--- src/rtl/instr_mem_loader_pkg.sv ---
// rtl/instr_mem_loader_pkg.sv - shared states and stream constants for the instruction-memory loader
package instr_mem_loader_pkg;

    typedef enum logic [2:0] {
        ST_IDLE   = 3'd0,
        ST_LEN_LO = 3'd1,
        ST_LEN_HI = 3'd2,
        ST_DATA   = 3'd3,
        ST_CHECK  = 3'd4,
        ST_DONE   = 3'd5,
        ST_ERROR  = 3'd6
    } load_state_e;

    localparam int HDR_BYTES = 2;
    localparam int CSUM_W    = 8;

    // States in which a load is in flight and the byte stream is consumed.
    function automatic logic state_busy(input load_state_e s);
        return (s == ST_LEN_LO) || (s == ST_LEN_HI) || (s == ST_DATA) || (s == ST_CHECK);
    endfunction

    function automatic logic state_can_start(input load_state_e s);
        return (s == ST_IDLE) || (s == ST_DONE) || (s == ST_ERROR);
    endfunction

endpackage

--- src/rtl/instr_mem_loader_byte_to_word_packer.sv ---
// rtl/instr_mem_loader_byte_to_word_packer.sv - assembles little-endian bytes into 32-bit words
module byte_to_word_packer (
    input  logic        clk,
    input  logic        reset,
    input  logic        clear,
    input  logic        byte_strobe,
    input  logic [7:0]  byte_in,
    output logic        word_valid,
    output logic [31:0] word,
    output logic        last_byte
);

    logic [1:0] byte_idx;

    // The next word's byte 0 lands at the edge that ends the strobe cycle,
    // so the completed word is still intact while word_valid is high.
    always_ff @(posedge clk) begin
        if (reset) begin
            byte_idx   <= 2'd0;
            word       <= 32'd0;
            word_valid <= 1'b0;
        end else begin
            word_valid <= 1'b0;
            if (clear) begin
                byte_idx <= 2'd0;
                word     <= 32'd0;
            end else if (byte_strobe) begin
                word[8*byte_idx +: 8] <= byte_in;
                byte_idx              <= byte_idx + 2'd1;
                word_valid            <= (byte_idx == 2'd3);
            end
        end
    end

    assign last_byte = (byte_idx == 2'd3);

endmodule

--- src/rtl/instr_mem_loader.sv ---
// rtl/instr_mem_loader.sv - byte-stream program loader writing instruction memory and gating core reset
module instr_mem_loader
    import instr_mem_loader_pkg::*;
#(
    parameter int ADDR_WIDTH = 10
) (
    input  logic                  clk,
    input  logic                  reset,
    input  logic                  start,
    input  logic [7:0]            byteIn,
    input  logic                  byteValid,
    output logic                  byteReady,
    output logic                  imemWriteEnable,
    output logic [ADDR_WIDTH-1:0] imemAddress,
    output logic [31:0]           imemWriteData,
    output logic                  coreReset,
    output logic                  busy,
    output logic                  done,
    output logic                  error
);

    localparam logic [16:0] MAX_WORDS = 17'(1) << ADDR_WIDTH;

    load_state_e state, state_nxt;

    logic                      accept;
    logic                      start_load;
    logic                      data_strobe;
    logic                      last_byte;
    logic                      last_word;
    logic                      word_valid;
    logic [31:0]               word;
    logic [7:0]                len_lo;
    logic [8*HDR_BYTES-1:0]    len_word;
    logic [ADDR_WIDTH:0]       word_total;
    logic [ADDR_WIDTH:0]       words_done;
    logic [ADDR_WIDTH-1:0]     addr_cnt;
    logic [CSUM_W-1:0]         csum;

    assign byteReady   = state_busy(state);
    assign accept      = byteValid && byteReady;
    assign start_load  = start && state_can_start(state);
    assign data_strobe = accept && (state == ST_DATA);
    assign len_word    = {byteIn, len_lo};
    assign last_word   = (words_done == word_total - 1'b1);

    byte_to_word_packer u_packer (
        .clk         (clk),
        .reset       (reset),
        .clear       (start_load),
        .byte_strobe (data_strobe),
        .byte_in     (byteIn),
        .word_valid  (word_valid),
        .word        (word),
        .last_byte   (last_byte)
    );

    always_ff @(posedge clk) begin
        if (reset) begin
            state <= ST_IDLE;
        end else begin
            state <= state_nxt;
        end
    end

    always_comb begin
        state_nxt = state;
        case (state)
            ST_IDLE, ST_DONE, ST_ERROR: begin
                if (start) state_nxt = ST_LEN_LO;
            end
            ST_LEN_LO: begin
                if (accept) state_nxt = ST_LEN_HI;
            end
            ST_LEN_HI: begin
                if (accept) begin
                    if ({1'b0, len_word} > MAX_WORDS) state_nxt = ST_ERROR;
                    else if (len_word == '0)          state_nxt = ST_CHECK;
                    else                              state_nxt = ST_DATA;
                end
            end
            ST_DATA: begin
                if (data_strobe && last_byte && last_word) state_nxt = ST_CHECK;
            end
            ST_CHECK: begin
                if (accept) state_nxt = (byteIn == csum) ? ST_DONE : ST_ERROR;
            end
            default: state_nxt = ST_IDLE;
        endcase
    end

    // The address counter saturates at the top word so a full-capacity
    // program never wraps back onto word 0.
    always_ff @(posedge clk) begin
        if (reset) begin
            len_lo     <= 8'd0;
            word_total <= '0;
            words_done <= '0;
            addr_cnt   <= '0;
            csum       <= '0;
        end else if (start_load) begin
            words_done <= '0;
            addr_cnt   <= '0;
            csum       <= '0;
        end else begin
            if (accept && (state == ST_LEN_LO)) len_lo <= byteIn;
            if (accept && (state == ST_LEN_HI)) word_total <= (ADDR_WIDTH+1)'(len_word);
            if (data_strobe) begin
                csum <= csum ^ byteIn;
                if (last_byte) words_done <= words_done + 1'b1;
            end
            if (word_valid && (addr_cnt != '1)) addr_cnt <= addr_cnt + 1'b1;
        end
    end

    assign imemWriteEnable = word_valid;
    assign imemAddress     = addr_cnt;
    assign imemWriteData   = word;
    assign busy            = state_busy(state);
    assign done            = (state == ST_DONE);
    assign error           = (state == ST_ERROR);
    assign coreReset       = (state != ST_DONE);

endmodule

--- config.mk ---
export PLATFORM = sky130hd
export DESIGN_NAME = instr_mem_loader
export DESIGN_NICKNAME = d
export VERILOG_FILES = /design/src/rtl/instr_mem_loader_pkg.sv /design/src/rtl/instr_mem_loader_byte_to_word_packer.sv /design/src/rtl/instr_mem_loader.sv
export SDC_FILE = /design/constraint.sdc
export NUM_CORES = 1
export LEC_CHECK = 0
export CAP_MARGIN = 10
export CORE_UTILIZATION = 49
export CTS_CLUSTER_SIZE = 12
export DETAILED_ROUTE_END_ITERATION = 6
export PLACE_DENSITY = 0.83
export SLEW_MARGIN = 20
export SYNTH_ARGS = -nofsm -noshare
export SYNTH_HDL_FRONTEND = slang
export SYNTH_SLANG_ARGS = --single-unit
--- constraint.sdc ---
create_clock -name clk -period 2 [get_ports clk]
set_clock_uncertainty 0.2 [all_clocks]
set_input_delay 0.2 -clock clk [delete_from_list [all_inputs] [get_ports clk]]
set_output_delay 0.2 -clock clk [all_outputs]
set_load 0.01 [all_outputs]
# After elaboration in Yosys (flattened, before gate mapping)
# Cells that the tools add are included.
# W data, S select, Z words.
word_totals:
  ff_bits: 86
  latch_bits: 0
  mem_bits_rw: 0
  romBits: 0
  input_bits: 12
  out_inout_bits: 48
  word_cells: 68
  n_memories: 0
classes:
  n_addsub: 5
  n_mul: 0
  n_div: 0
  order_cmp: 1
  n_eq_ne: 16
  shifts: 2
  n_mux: 10
  bitwise: 3
  reduce_logical: 22
op_table:
  columns: ["cell", "count"]
  rows:
  - ["$neg A5 Y34", 1]
  - ["$shift A8 B34 Y32 const A", 1]
  - ["$shiftx A8 B34 Y32", 1]
  - ["$bwmux W32", 1]
  - ["$mux W3", 7]
  - ["$gt A16 B11 Y1 const B", 1]
  - ["$logic_not A16 Y1", 1]
  - ["$pmux W3 S5", 1]
  - ["$add A11 B1 Y11 const B", 1]
  - ["$eq A11 B11 Y1", 1]
  - ["$sub A11 B1 Y11 const B", 1]
  - ["$add A10 B1 Y10 const B", 1]
  - ["$ne A10 B10 Y1 const B", 1]
  - ["$eq A3 B3 Y1 const B", 3]
  - ["$eq A8 B8 Y1", 1]
  - ["$logic_and A1 B1 Y1", 8]
  - ["$ne A2 B2 Y1 const B", 4]
  - ["$xor A8 B8 Y8", 1]
  - ["$eq A3 B2 Y1 const B", 2]
  - ["$reduce_and A2 Y1", 3]
  - ["$reduce_or A3 Y1", 2]
  - ["$logic_or A1 B1 Y1", 5]
  - ["$reduce_and A5 Y1", 1]
  - ["$eq A3 B1 Y1 const B", 1]
  - ["8 further kinds", 9]

# Logic depth before layout (Yosys ltp)
depth:
  depth_word: 10
  ltp_mapped: 9
  depth_no_buf: 8

# Hierarchy
# A second synthesis with hierarchy kept.
unflattened:
  hier_cells: 485
  area_unflattened_um2: 4225.3
modules_own_cells:
  columns: ["module", "instances", "cells_per_inst", "area_per_inst_um2"]
  rows:
  - ["instr_mem_loader", 1, 349, 2834.0]
  - ["byte_to_word_packer", 1, 136, 1391.3]

# Least setup slack after synthesis
# Ideal clock, no wire load.
synth_path:
  kind: "register -> register"
  from: "register word_total[0]"
  to: "register state[0]"
  setup_ns: 0.126
  arrival_time_ns: 1.873
  required_ns: 1.674
  setup_slack_ns: -0.199
  stages_incl_launch_ff: 9
  n_path_buf: 0
  synth_period_minus_slack_ns: 2.199
  cell_sequence: "dfxtp_1 inv_1 ha_1 nor2b_1 nand2_1 mux2_2 a31o_1 a2111o_1 nor4b_1"
synth_via:
  elab_chain_len: 5
synth_rtl:
  columns: ["item", "line", "rtl"]
  rows:
  - ["start: declaration", "instr_mem_loader.sv:35", "logic [ADDR_WIDTH:0] word_total;"]
  - ["start signal: assignment", "instr_mem_loader.sv:107", "if (accept && (state == ST_LEN_HI)) word_total <= (ADDR_WIDTH+1)'(len_word);"]
  - ["$sub A11 B1 Y11", "instr_mem_loader.sv:45", "assign last_word = (words_done == word_total - 1'b1);"]
  - ["$eq A11 B11 Y1", "instr_mem_loader.sv:45", null]
  - ["$logic_and A1 B1 Y1", "instr_mem_loader.sv:83", "if (data_strobe && last_byte && last_word) state_nxt = ST_CHECK;"]
  - ["$ne A2 B1 Y1 (no line)", null, null]
  - ["$reduce_and A5 Y1 (no line)", null, null]
  - ["end signal: assignment", "instr_mem_loader.sv:62", "state <= state_nxt;"]
  - ["end: declaration", "instr_mem_loader.sv:24", "load_state_e state, state_nxt;"]
# No other way between the ends.
# A chain may end at the register's enable or synchronous reset.

# Worst setup path in the final report
# Ends and elaborated chain as after synthesis.

==> metrics.txt <==
hold slack=0.252 ns; worst setup slack after layout=-0.202 ns; worst r2r path cells=8; CTS buffer count=9; VDD IR max=0.509 mV; Synth Instances=513; Core Area=~8200 um^2; ANT cells=0; Synth area leader=dfxtp_1; Synth Area per Inst=about 8.1 um^2; area delta synth->final=34.8%; Antenna Nets Post-Route=0; slowest cell delay on critical path=0.41 ns; dpl hpwl=slightly above 7 mm; Total GRT Usage=between 20% and 30%; CP cell instances=inv_2, ha_4, nor2b_4, nand2_2, mux2_4, a31o_1, a2111o_1, nor4b_2; CP Max Fanout=4; crit start category=register; Power Total=4.39 mW; Ys Warns=0; first-pass GRT wire length=between 15 and 20 mm; DRT iter0 DRCs=between 150 and 200; synthesized cell area=4140 um^2; DIE AREA=about 8800 um^2; Nets=634; worst hold path class=reg2reg; Peak Freq=between 400 and 500 MHz; Hold-fix buffers, CTS=0; max-slew violation count=0; Worst setup EP type=register; hold path depth=2; failing checks=setup timing; CTS Sinks=86; relative max-transition margin=about 73%; Initial Util=between 50 and 60%; RSZ-0062 raised after global routing=true; FILL cells=slightly above 600; Final Hold Viols=0; total gr overflow=0; placed insts=700; CTS root buf=clkbuf_8; Synth area leaders=dfxtp_1, nand2_1, xnor2_1; num rows=33; time the worst path needs with I/O delays and setup=2.20 ns; vias=around 3,900; initial antenna violation count=0; TritonCTS clock tree=yes; worst-margin pin slew=around 0.40 ns; status=finished with violations; Cell variety after synth=48; max_cap viols=0; number of flops mapped to enable cells by yosys=0; ratio of final minimum period to clock period=110%; Pwr Density=just under 800 nW/um^2; vias in the first global route=~3,700; DR vias/cell=5.35; FFs w/ async S/R, synth=0%; clock buffer depth=2; fraction of layout cells with a size suffix above 1=18.6%; top-area cell type share of the netlist area=between 40% and 50%; critical path type=reg2reg; DR WL/cell=around 14 um; synthesized flop and latch total=86; most numerous cell in the Yosys netlist=dfxtp_1; Worst EP arrival=roughly 2.2 ns; drt drc=0; Slowest-stage cell, CP=a2111o_1; syn_nets=between 500 and 600; Die X=about 94 um; P_leak=1.99 nW; Reg clk slew, reported paths=0.09 ns; Pre-antenna DRT Iters=5; Post-Route WL=between 10 and 15 mm; largest net degree at the start of global routing=44; sequential-to-total area share from yosys stat=about two fifths; die height=between 90 and 100 um; I/O pin total=60; endpoints failing setup=3; Worst-Skew Late Latency=0.35 ns; Cell Count, Final, Fillers Out=roughly 720; synth cell count leaders=dfxtp_1, nand2_1, nor2_1; IO buf count=59; CTS H-tree depth=3; Synth Flop Type=dfxtp_1; Final GP Congestion=between 0.9 and 1; Worst EP required=2.04 ns
-- layer usage --
metal  global-route usage, %  share of wire (%)
met1                    28.7                 43
met2                    41.6                 50
met5                       0                  0
met3                    5.18                4.8
met4                    8.97                2.7
-- per-stage QoR --
step | TNS [ns] | instance area, um^2 | worst slack [ns] | util [%]
6_report | -0.519 | 5580 | -0.202 | 68.2
5_1_grt | -0.891 | 5580 | -0.306 | 68.2
4_1_cts | -0.436 | 5460 | -0.180 | 66.8
3_5_place_dp | -2.47 | 5220 | -0.305 | 63.8
3_3_place_gp | -1.33 | 5220 | -0.287 | 63.8
2_1_floorplan | -0.188 | 4180 | -0.109 | -
-- kinds of logic (layout without fill, tap and decap cells) --
group           count (synthesis)  after routing  synth area share (%)
simple gates                  237            237                  26.8
fa+ha+maj                       9              9                  2.72
buf+inv                        45            150                  4.54
mux                            13             13                  3.18
xor+xnor                       50             50                  10.6
flops                          86             86                  41.6
compound gates                 73             73                  10.6
-- final timing paths --
path	slack, ns	start	to
setup / recovery	-0.20	word_total[0]	state[0]
hold / removal	0.25	u_packer.word[10]	u_packer.word[10]
setup reg to reg	-0.20	word_total[0]	state[0]
hold reg to reg	0.25	u_packer.word[10]	u_packer.word[10]
-- critical path, delay by kind of cell (launching register included) --
kind                     cells  cell delay, ns
adder cells (fa/ha/maj)      1            0.12
AO/OA/AOI/OAI                2            0.59
multiplexers                 1            0.30
AND/OR/NAND/NOR              3            0.45
flip-flops                   1            0.37
buffers and inverters        1            0.06
-- power breakdown --
group	internal (mW)	switching, mW
logic	0.578	0.733
registers	1.78	0.0489
clock network	0.618	0.637
total	2.98	1.42
-- area by class of cell --
type,count,area (um^2),share of cell area (%)
inverters,10,41.3,0.740
clock inverters,6,68.8,1.23
multi-input cells,382,2360,42.2
well taps,105,131,2.36
repair buffers,124,1110,19.9
clock buffers,10,138,2.47
flip-flops and latches,86,1730,31.1
-- sequential cells by signal, indices dropped and copies added (netlist names) --
signal               count
csum                     8
u_packer.byte_idx        2
u_packer.word           32
imemAddress             10
state                    3
word_total              11
u_packer.word_valid      1
len_lo                   8
words_done              11
-- cells in the final DEF (no fill, tap or decap), types with 3 or more instances in the layout --
master and n:
nor2_1 58, ha_1 6, mux2i_1 12, and2_1 4, nand4b_1 3, nor3b_1 3
nand3_1 38, o21ai_0 7, dfxtp_1 79, a21oi_1 48, a211oi_1 3, nor2b_1 4
nor3_1 4, nand2_1 82, nor3_2 3, inv_1 7, dfxtp_2 6, and3_1 4
dlygate4sd2_1 4, clkbuf_8 10, xnor2_1 30, buf_4 61, nand4_1 8, or3_1 3
xor2_1 18, clkdlybuf4s50_1 54
-- timing repair --
action | 4_1_cts | 5_1_grt
setup buffers | 3 | 4
endpoints found under the setup margin | 8 | 38
pin swaps | 1 | 6
endpoints found under the hold margin | 0 | 0
gates resized for setup | 10 | 19
Note: power is estimated with default switching activity, not from simulation.
